File: src/rtl/gerenciador_ativos_pkg.sv
// Shared definitions for the active-node buffer: widths, infinity constant,
// extraction FSM encoding and the lowest-index priority encoder.
package gerenciador_ativos_pkg;

    localparam int DIST_WIDTH_PADRAO  = 8;
    localparam int NODE_WIDTH_PADRAO  = 8;
    localparam int BUFFER_SIZE_PADRAO = 16;
    localparam int CRIT_WIDTH         = DIST_WIDTH_PADRAO + 1;
    localparam logic [DIST_WIDTH_PADRAO-1:0] DIST_INFINITA = {DIST_WIDTH_PADRAO{1'b1}};

    // Upper bound on slot count that the priority encoder can scan.
    localparam int MAX_SLOTS = 64;

    typedef enum logic {
        OCIOSO = 1'b0,
        EMITIR = 1'b1
    } estado_t;

    // Index of the lowest set bit; 0 when the mask is empty (callers qualify with |mask).
    function automatic int menor_indice(input logic [MAX_SLOTS-1:0] mascara);
        int idx;
        idx = 0;
        for (int i = MAX_SLOTS - 1; i >= 0; i--) begin
            if (mascara[i]) begin
                idx = i;
            end else begin
                idx = idx;
            end
        end
        return idx;
    endfunction

endpackage

File: src/rtl/gerenciador_ativos_seletor_minimo.sv
// Combinational min-reduction tree over N criterion values, ignoring
// inactive entries; reports the minimum and whether any entry was active.
module seletor_minimo #(
    parameter int N = 16,
    parameter int W = 9
) (
    input  logic [N-1:0][W-1:0] criterios_i,
    input  logic [N-1:0]        ativos_i,
    output logic [W-1:0]        minimo_o,
    output logic                algum_ativo_o
);

    localparam int NIVEIS = (N > 1) ? $clog2(N) : 1;
    localparam int P      = 1 << NIVEIS;

    logic [P-1:0][W-1:0]     crit_pad_s;
    logic [P-1:0]            ativos_pad_s;
    logic [2*P-1:1][W-1:0]   valor_s;
    logic [2*P-1:1]          valido_s;

    // Heap-ordered tree: leaves at P+i, node n combines children 2n and 2n+1.
    always_comb begin
        crit_pad_s          = '1;
        ativos_pad_s        = '0;
        crit_pad_s[N-1:0]   = criterios_i;
        ativos_pad_s[N-1:0] = ativos_i;
        valor_s             = '1;
        valido_s            = '0;
        for (int i = 0; i < P; i++) begin
            valor_s[P+i]  = crit_pad_s[i];
            valido_s[P+i] = ativos_pad_s[i];
        end
        for (int n = P - 1; n >= 1; n--) begin
            if (valido_s[2*n] && valido_s[2*n+1]) begin
                valido_s[n] = 1'b1;
                valor_s[n]  = (valor_s[2*n+1] < valor_s[2*n]) ? valor_s[2*n+1] : valor_s[2*n];
            end else if (valido_s[2*n]) begin
                valido_s[n] = 1'b1;
                valor_s[n]  = valor_s[2*n];
            end else if (valido_s[2*n+1]) begin
                valido_s[n] = 1'b1;
                valor_s[n]  = valor_s[2*n+1];
            end else begin
                valido_s[n] = 1'b0;
                valor_s[n]  = '1;
            end
        end
        minimo_o      = valor_s[1];
        algum_ativo_o = valido_s[1];
    end

endmodule

File: src/rtl/gerenciador_ativos.sv
// CAM-style buffer of active shortest-path nodes with insert/relax/remove,
// registered settle threshold and a valid/ready extraction of approved nodes.
module gerenciador_ativos
    import gerenciador_ativos_pkg::*;
#(
    parameter int DIST_WIDTH  = DIST_WIDTH_PADRAO,
    parameter int NODE_WIDTH  = NODE_WIDTH_PADRAO,
    parameter int BUFFER_SIZE = BUFFER_SIZE_PADRAO,
    parameter int IDX_WIDTH   = $clog2(BUFFER_SIZE)
) (
    input  logic                  clk_in,
    input  logic                  rst_n_in,
    input  logic                  escrever_in,
    output logic                  escrever_pronto_out,
    input  logic [DIST_WIDTH-1:0] ativar_distancia_in,
    input  logic [DIST_WIDTH-1:0] ativar_menor_vizinho_in,
    input  logic [NODE_WIDTH-1:0] ativar_endereco_no_in,
    input  logic                  remover_in,
    input  logic [NODE_WIDTH-1:0] remover_endereco_no_in,
    input  logic                  ler_distancia_in,
    input  logic [NODE_WIDTH-1:0] ler_distancia_endereco_in,
    output logic [DIST_WIDTH-1:0] distancia_out,
    output logic                  distancia_valida_out,
    output logic                  encontrado_out,
    output logic                  tem_ativo_out,
    output logic                  cheio_out,
    output logic [DIST_WIDTH:0]   limiar_out,
    output logic [BUFFER_SIZE-1:0] aprovados_out,
    input  logic                  iniciar_in,
    output logic                  saida_valido_out,
    input  logic                  saida_pronto_in,
    output logic [NODE_WIDTH-1:0] saida_endereco_out,
    output logic [DIST_WIDTH-1:0] saida_distancia_out,
    output logic                  concluido_out
);

    localparam int CW = DIST_WIDTH + 1;

    logic [BUFFER_SIZE-1:0]                 ativo_q, ativo_d;
    logic [BUFFER_SIZE-1:0]                 pend_q, pend_d;
    logic [BUFFER_SIZE-1:0][DIST_WIDTH-1:0] dist_q, dist_d;
    logic [BUFFER_SIZE-1:0][DIST_WIDTH-1:0] mv_q, mv_d;
    logic [BUFFER_SIZE-1:0][NODE_WIDTH-1:0] end_q, end_d;
    estado_t                                estado_q, estado_d;
    logic                                   concluido_q, concluido_d;
    logic [CW-1:0]                          limiar_q, limiar_d;
    logic [BUFFER_SIZE-1:0]                 aprov_q, aprov_d;
    logic [DIST_WIDTH-1:0]                  dout_q, dout_d;
    logic                                   dval_q, dval_d;
    logic                                   enc_q, enc_d;

    logic [BUFFER_SIZE-1:0]         hit_w_s, hit_r_s, hit_l_s, rem_mask_s;
    logic [BUFFER_SIZE-1:0][CW-1:0] crit_s;
    logic [CW-1:0]                  min_s;
    logic                           qualquer_s;
    logic [IDX_WIDTH-1:0]           idx_livre_s, idx_hit_w_s, idx_hit_l_s, idx_emit_s;
    logic                           cheio_s, tem_ativo_s, escrever_pronto_s, escrita_ok_s;

    // Address match per slot and per-slot settle criterion.
    always_comb begin
        for (int i = 0; i < BUFFER_SIZE; i++) begin
            hit_w_s[i] = ativo_q[i] && (end_q[i] == ativar_endereco_no_in);
            hit_r_s[i] = ativo_q[i] && (end_q[i] == remover_endereco_no_in);
            hit_l_s[i] = ativo_q[i] && (end_q[i] == ler_distancia_endereco_in);
            crit_s[i]  = {1'b0, dist_q[i]} + {1'b0, mv_q[i]};
        end
        rem_mask_s        = remover_in ? hit_r_s : '0;
        idx_livre_s       = IDX_WIDTH'(menor_indice(MAX_SLOTS'(~ativo_q)));
        idx_hit_w_s       = IDX_WIDTH'(menor_indice(MAX_SLOTS'(hit_w_s)));
        idx_hit_l_s       = IDX_WIDTH'(menor_indice(MAX_SLOTS'(hit_l_s)));
        idx_emit_s        = IDX_WIDTH'(menor_indice(MAX_SLOTS'(pend_q)));
        cheio_s           = &ativo_q;
        tem_ativo_s       = |ativo_q;
        escrever_pronto_s = (estado_q == OCIOSO) && ((|hit_w_s) || !cheio_s);
        // A same-address remove in the same cycle drops the write.
        escrita_ok_s      = escrever_in && escrever_pronto_s &&
                            !(remover_in && (remover_endereco_no_in == ativar_endereco_no_in));
    end

    seletor_minimo #(
        .N (BUFFER_SIZE),
        .W (CW)
    ) u_seletor (
        .criterios_i   (crit_s),
        .ativos_i      (ativo_q),
        .minimo_o      (min_s),
        .algum_ativo_o (qualquer_s)
    );

    // Buffer update and extraction FSM next state.
    always_comb begin
        ativo_d     = ativo_q;
        dist_d      = dist_q;
        mv_d        = mv_q;
        end_d       = end_q;
        pend_d      = pend_q;
        estado_d    = estado_q;
        concluido_d = 1'b0;

        if (escrita_ok_s && (|hit_w_s)) begin
            if (ativar_distancia_in < dist_q[idx_hit_w_s]) begin
                dist_d[idx_hit_w_s] = ativar_distancia_in;
                mv_d[idx_hit_w_s]   = ativar_menor_vizinho_in;
            end else begin
                dist_d[idx_hit_w_s] = dist_q[idx_hit_w_s];
            end
        end else if (escrita_ok_s) begin
            ativo_d[idx_livre_s] = 1'b1;
            dist_d[idx_livre_s]  = ativar_distancia_in;
            mv_d[idx_livre_s]    = ativar_menor_vizinho_in;
            end_d[idx_livre_s]   = ativar_endereco_no_in;
        end else begin
            ativo_d = ativo_q;
        end

        case (estado_q)
            OCIOSO: begin
                if (iniciar_in && tem_ativo_s) begin
                    pend_d   = aprov_q & ativo_q;
                    estado_d = EMITIR;
                end else if (iniciar_in) begin
                    concluido_d = 1'b1;
                end else begin
                    estado_d = OCIOSO;
                end
            end
            EMITIR: begin
                if (pend_q == '0) begin
                    estado_d    = OCIOSO;
                    concluido_d = 1'b1;
                end else if (saida_pronto_in) begin
                    pend_d[idx_emit_s]  = 1'b0;
                    ativo_d[idx_emit_s] = 1'b0;
                end else begin
                    estado_d = EMITIR;
                end
            end
            default: begin
                estado_d = OCIOSO;
            end
        endcase

        ativo_d = ativo_d & ~rem_mask_s;
        pend_d  = pend_d & ~rem_mask_s;
    end

    // Threshold, approved mask and lookup result next state.
    always_comb begin
        for (int i = 0; i < BUFFER_SIZE; i++) begin
            aprov_d[i] = ativo_q[i] && ({1'b0, dist_q[i]} <= min_s);
        end
        limiar_d = qualquer_s ? min_s : {CW{1'b1}};
        if (ler_distancia_in) begin
            dval_d = 1'b1;
            enc_d  = |hit_l_s;
            dout_d = (|hit_l_s) ? dist_q[idx_hit_l_s] : {DIST_WIDTH{1'b1}};
        end else begin
            dval_d = 1'b0;
            enc_d  = enc_q;
            dout_d = dout_q;
        end
    end

    // State registers.
    always_ff @(posedge clk_in or negedge rst_n_in) begin
        if (!rst_n_in) begin
            ativo_q     <= '0;
            pend_q      <= '0;
            dist_q      <= '0;
            mv_q        <= '0;
            end_q       <= '0;
            estado_q    <= OCIOSO;
            concluido_q <= 1'b0;
            limiar_q    <= {CW{1'b1}};
            aprov_q     <= '0;
            dout_q      <= '0;
            dval_q      <= 1'b0;
            enc_q       <= 1'b0;
        end else begin
            ativo_q     <= ativo_d;
            pend_q      <= pend_d;
            dist_q      <= dist_d;
            mv_q        <= mv_d;
            end_q       <= end_d;
            estado_q    <= estado_d;
            concluido_q <= concluido_d;
            limiar_q    <= limiar_d;
            aprov_q     <= aprov_d;
            dout_q      <= dout_d;
            dval_q      <= dval_d;
            enc_q       <= enc_d;
        end
    end

    assign escrever_pronto_out  = escrever_pronto_s;
    assign distancia_out        = dout_q;
    assign distancia_valida_out = dval_q;
    assign encontrado_out       = enc_q;
    assign tem_ativo_out        = tem_ativo_s;
    assign cheio_out            = cheio_s;
    assign limiar_out           = limiar_q;
    assign aprovados_out        = aprov_q;
    assign saida_valido_out     = (estado_q == EMITIR) && (|pend_q);
    assign saida_endereco_out   = end_q[idx_emit_s];
    assign saida_distancia_out  = dist_q[idx_emit_s];
    assign concluido_out        = concluido_q;

endmodule

File: config.mk
export PLATFORM = sky130hd
export DESIGN_NAME = gerenciador_ativos
export DESIGN_NICKNAME = d
export VERILOG_FILES = /design/src/rtl/gerenciador_ativos_pkg.sv /design/src/rtl/gerenciador_ativos_seletor_minimo.sv /design/src/rtl/gerenciador_ativos.sv
export SDC_FILE = /design/constraint.sdc
export NUM_CORES = 2
export LEC_CHECK = 0
export BUFFER_PORTS_ARGS = -buffer_cell sky130_fd_sc_hd__buf_2
export CORE_MARGIN = 10
export CORE_UTILIZATION = 30
export DETAILED_ROUTE_END_ITERATION = 8
export GPL_TIMING_DRIVEN = 1
export PLACE_DENSITY = 0.46
export SETUP_SLACK_MARGIN = 0.2
export SLEW_MARGIN = 25
export SYNTH_ARGS = -nofsm -noshare
export SYNTH_HDL_FRONTEND = slang
export SYNTH_HIERARCHICAL = 1
export SYNTH_SLANG_ARGS = --single-unit
File: constraint.sdc
create_clock -name clk_in -period 22.8 [get_ports clk_in]
set_input_delay 1.14 -clock clk_in [delete_from_list [all_inputs] [get_ports clk_in]]
set_output_delay 1.14 -clock clk_in [all_outputs]
set_load 0.05 [all_outputs]
Yosys cells after proc, flatten, opt, wreduce, memory -nomap -nowiden
Index checks and enable logic that the tools add are counted.
Widths: inputs -> output; s select.
{"block": "classes", "n_mux": 265, "n_bitwise": 11, "add_sub_neg": 16, "n_lt_le_gt_ge": 39, "shift": 0, "multipliers": 0, "n_reduce_logical": 101, "div_mod_pow": 0, "eq_ne": 50}
{"op": "$bwmux 128", "n": 6}
{"op": "$mux 128", "n": 6}
{"op": "$mux 9", "n": 61}
{"op": "$mux 4", "n": 112}
{"op": "$eq 8x8->1", "n": 49}
{"op": "$add 8x8->9", "n": 16}
{"op": "$le 8x9->1", "n": 16}
{"op": "$mux 16", "n": 9}
{"op": "$lt 9x9->1", "n": 15}
{"op": "$bmux 8 s4", "n": 4}
{"op": "$logic_and 1x1->1", "n": 89}
{"op": "$and 16x16->16", "n": 5}
{"op": "$demux 8 s4", "n": 2}
{"op": "$not 16->64", "n": 1}
{"op": "$reduce_or 16->1", "n": 4}
{"op": "$mux 8", "n": 7}
{"op": "$mux 1", "n": 53}
{"op": "$not 16->16", "n": 2}
{"op": "$pmux 16 s2", "n": 1}
{"op": "$lt 4x5->1 const B", "n": 4}
{"op": "$logic_not 16->1", "n": 1}
{"op": "$or 16x16->16", "n": 1}
{"op": "$reduce_and 16->1", "n": 1}
{"op": "$ge 4x1->1 const B", "n": 3}
{"op": "9 further kinds", "n": 14}
{"block": "word_totals", "ramBits": 0, "mem_bits_ro": 0, "wordCells": 539, "reg_bits": 453, "memories": 0, "latch_bits": 0, "in_bits": 47, "out_inout_bits": 56}

Longest topological paths before layout
{"block": "depth", "depth_word": 77, "mapped_depth": 63, "depth_no_buf": 62}

Cells and area by module
Netlist, hierarchy kept.
{"mod": "gerenciador_ativos", "instances": 1, "seq_area_each_um2": 11347.1, "area_each_um2": 35899.4, "cells_per_inst": 4000}
{"mod": "seletor_minimo", "instances": 1, "seq_area_each_um2": 0.0, "area_each_um2": 5318.9, "cells_per_inst": 776}

Least setup slack after synthesis
OpenSTA, ideal clock, no wires.
{"block": "synth_path", "path_type": "register to register", "startpoint": "register dist_q[32] (netlist name)", "endpoint": "register aprov_q[1], in the netlist aprovados_out[1]", "path_buffers": 1, "path_stages_with_launch": 58, "path_slack_ps": 12384, "t_arrival_ps": 10344, "required_time_ps": 22728, "period_less_slack_ps": 10416, "setup_ps": 72, "cell_sequence": "dfrtp_1 ha_1 inv_1 fa_1 inv_1 a21oi_1 o21ai_0 a21oi_1 o21bai_1 a21o_1 a21o_1 inv_1 ha_1 and4_1 o21ai_0 o21ai_1 o31ai_2 o22ai_1 [22 not listed] a21oi_1 nand2_1 a41oi_1 a21oi_1 nand3_1 o21ai_0 ha_1 nor2b_1 o21a_1 o21ai_0 nand2b_1 a21oi_1 nor2b_1 o21ai_0 nand2b_1 a21oi_1 nor3_1 nor2_1"}
{"item": "start: declaration", "line": "gerenciador_ativos.sv:41", "text": "logic [BUFFER_SIZE-1:0][DIST_WIDTH-1:0] dist_q, dist_d;"}
{"item": "start signal: assignment", "line": "gerenciador_ativos.sv:182", "text": "dist_q <= dist_d;"}
{"item": "end signal: assignment", "line": "gerenciador_ativos.sv:188", "text": "aprov_q <= aprov_d;"}
{"item": "end: declaration", "line": "gerenciador_ativos.sv:47", "text": "logic [BUFFER_SIZE-1:0] aprov_q, aprov_d;"}

==> results.py <==
metrics = {
    "timing": {
        "hold_viol_final": 0,
        "maxSlewViolCount": 0,
        "fin_skew_ns": 0.0487,
        "finalCriticalPeriod_ns": 12.88,
        "tightest_slew_ns": 1.19,
        "rsz0062_at_grt": "false",
        "max-slew-margin-rel": 0.206,
        "setup_violations": 0,
        "max_freq_ghz": 0.0777,
        "fin_setup_tns_ns": 0,
        "period_share": 0.565,
        "fin_ws_ns": 9.92,
    },
    "die": {
        "io_pins": 103,
        "rows": 135,
        "core-area_mm2": 0.136,
        "die_w_um": 391,
        "die_area_mm2": 0.153,
        "die_h_um": 391,
        "start_util": 0.303,
    },
    "worst_setup_path": {
        "worst-setup-path-type": "reg2reg",
        "worstPathBufferInverterCount": 5,
        "critical_path.top_delay_family": "compound AO/OA/AOI/OAI gates",
        "reg2reg_to": "aprovados_out[0]",
        "crit_path_max_incr_delay_ns": 0.81,
        "start_kind": "flop",
        "r2r-start": "dist_q[32]",
        "worstRegToRegCells": 54,
        "cp-end-kind": "flop",
        "slowest_stage": "a2bb2oi_1",
        "worst-r2r-setup-slack_ns": 9.92,
        "cp_max_fo": 16,
        "critPathArrivalTime_ns": 13.49,
        "worst_path_most_repeated_cell": "a21oi_1",
        "critPathRequiredTime_ns": 23.42,
    },
    "yosys": {
        "synth_top_area_cell": "dfrtp_1",
        "syn_area_mm2": 0.0412,
        "ys_warn_count": 6,
        "synth-seq-cells": 453,
        "synth_cell_types": 115,
        "synth-edff-count": 0,
        "synth_cells": 4776,
        "synthFlopType": "dfrtp_1",
        "yosysMostFrequentCell": "dfrtp_1",
        "yosysTopAreaCellShare": 0.270,
        "synthTopCellsByArea": "dfrtp_1, ha_1, xnor2_1",
        "synthArstFlopShare": 1.00,
        "synth_area_per_cell_um2": 8.63,
        "synth-seq-area-share": 0.275,
        "synth_nets": 5214,
        "synthTopCellsByCount": "dfrtp_1, nand2_1, ha_1",
    },
    "layout": {
        "n_fill_cell": 14100,
        "register_area_mm2": 0.0113,
        "drive_gt1_frac": 0.140,
        "area_delta_synth_final_pct": 11.2,
        "multi_input_area_mm2": 0.0279,
        "layout.cells.non_filler": 6629,
        "final_nets": 5230,
    },
    "cts": {
        "cts_buffers": 61,
        "hold_buffers": 0,
        "cts-htree-levels": 2,
        "post_cts_resized": 0,
        "root_buffer": "clkbuf_16",
        "clock_path_buffers": 3,
        "cts.clk_slew.worst_paths_ns": 0.06,
        "clock_latency_ns": 0.70,
        "clkSinkCount": 453,
        "cts_setup_buffers": 0,
        "cts_tree": "yes",
    },
    "detailed_routing": {
        "drc": 0,
        "drt-initial-drc-count": 4319,
        "first_pass_iters": 8,
        "wirelength_mm": 198,
        "via_per_inst": 5.87,
        "detail_route.wl_per_cell_um": 29.9,
        "antenna_left": 0,
        "vias": 38900,
    },
    "placed_design": {
        "io_buffers": 102,
        "dp_hpwl_mm": 148,
        "dpl_worst_slack_ns": 9.80,
        "routabilityCongestion": 0.995,
        "placedCellCount": 6510,
    },
    "global_routing": {
        "grt_usage": 0.251,
        "grt_pass1_wl_mm": 279,
        "grt_pass1_vias": 36900,
        "grt_antenna_before_repair": 24,
        "grt_overflow_total": 0,
        "grt_max_degree": 125,
    },
    "job": {
        "drv_cap": 0,
    },
    "status": {
        "run_status": "completed",
    },
    "hold_path": {
        "min_path_type": "in2async",
    },
}
==> worst max-delay path by stage <==
stage	startpoint	end	slack, ns	cells past startpoint
after floorplan	dist_q[32]	aprovados_out[1]	12.38	57
after global placement	dist_q[1]	aprovados_out[1]	9.83	55
final	dist_q[32]	aprovados_out[0]	9.92	54
after detailed placement	dist_q[32]	aprovados_out[5]	9.80	56
after global routing	dist_q[32]	aprovados_out[5]	8.92	57
after CTS	dist_q[32]	aprovados_out[5]	9.75	56
==> cells in the final DEF, fill, tap and decap left out, types with 13 or more instances in the layout <==
master / Yosys / routed
inv_1: 285 / 285
a21o_1: 75 / 75
fa_1: 16 / 16
nor2b_1: 100 / 100
o211ai_1: 30 / 30
buf_2: 35 / 101
clkinv_2: 0 / 13
and3_1: 15 / 15
or3_1: 14 / 14
a211oi_1: 82 / 82
nand4_1: 105 / 105
a221oi_1: 14 / 14
o22a_1: 16 / 16
nor4_1: 47 / 45
o21ai_0: 268 / 266
dfrtp_1: 444 / 444
nand2_1: 403 / 403
o22ai_1: 129 / 129
buf_4: 11 / 89
mux2_2: 267 / 267
mux2_4: 16 / 16
o21ai_1: 26 / 26
nand3_1: 102 / 102
o21bai_1: 39 / 38
a21oi_1: 369 / 367
a31oi_1: 77 / 77
ha_1: 375 / 375
clkbuf_16: 0 / 62
a2bb2oi_1: 18 / 17
nor3_1: 132 / 130
xnor2_1: 361 / 361
and2_1: 24 / 23
nand2b_1: 63 / 63
xor2_1: 126 / 126
mux2i_1: 55 / 52
a22o_1: 14 / 14
nor2_1: 191 / 189
o21a_1: 31 / 31
==> through the flow <==
step / hold slack, ns / cell area [µm²] / utilization
after global placement: 0.491 / 43700 / 0.322
final: 0.404 / 45800 / 0.337
after detailed placement: 0.499 / 43700 / 0.322
after global routing: 0.457 / 45800 / 0.337
after CTS: 0.468 / 45800 / 0.337
after floorplan: 0.484 / 41200 / -
==> logic make-up after synthesis <==
logic type | Yosys count | share of synthesized area
flops | 453 | 0.275
fa+ha+maj | 391 | 0.122
buf+inv | 528 | 0.0529
xor+xnor | 488 | 0.104
simple gates | 1258 | 0.152
mux | 340 | 0.0930
compound gates | 1318 | 0.201
==> registers in the layout, indices dropped and copies added, names as in the netlist <==
name,flops
pend_q,16
distancia_out,8
distancia_valida_out,1
encontrado_out,1
ativo_q,16
dist_q,128
limiar_out,9
estado_q,1
mv_q,128
concluido_out,1
aprovados_out,16
end_q,128
==> per-layer routing <==
layer,up-vias,share of wire,global-route usage
met4,12,0.049,0.106
met2,1896,0.41,0.361
met1,19300,0.45,0.356
met3,371,0.097,0.0568
met5,-,0.00039,0
li1,17300,-,-
==> final cells by class <==
class,count,area share
clock inverters,33,0.00802
flip-flops and latches,453,0.248
repair buffers,195,0.0271
clock buffers,78,0.0369
well taps,1781,0.0486
diodes,8,0.000437
inverters,286,0.0234
multi-input cells,3795,0.608
==> worst reg2reg max path: cells and delay by family (launching register included) <==
family                     cells  cell delay [ns]
adders and majority gates      7             2.39
AOI/OAI and AO/OA             30             7.28
DFF                            1             0.53
buffers and inverters          5             0.81
and+or+nand+nor               12             1.77
Power is left out: the tool's default activity adds up to more than one toggle a clock period on the data nets, which glitch-free logic cannot reach.
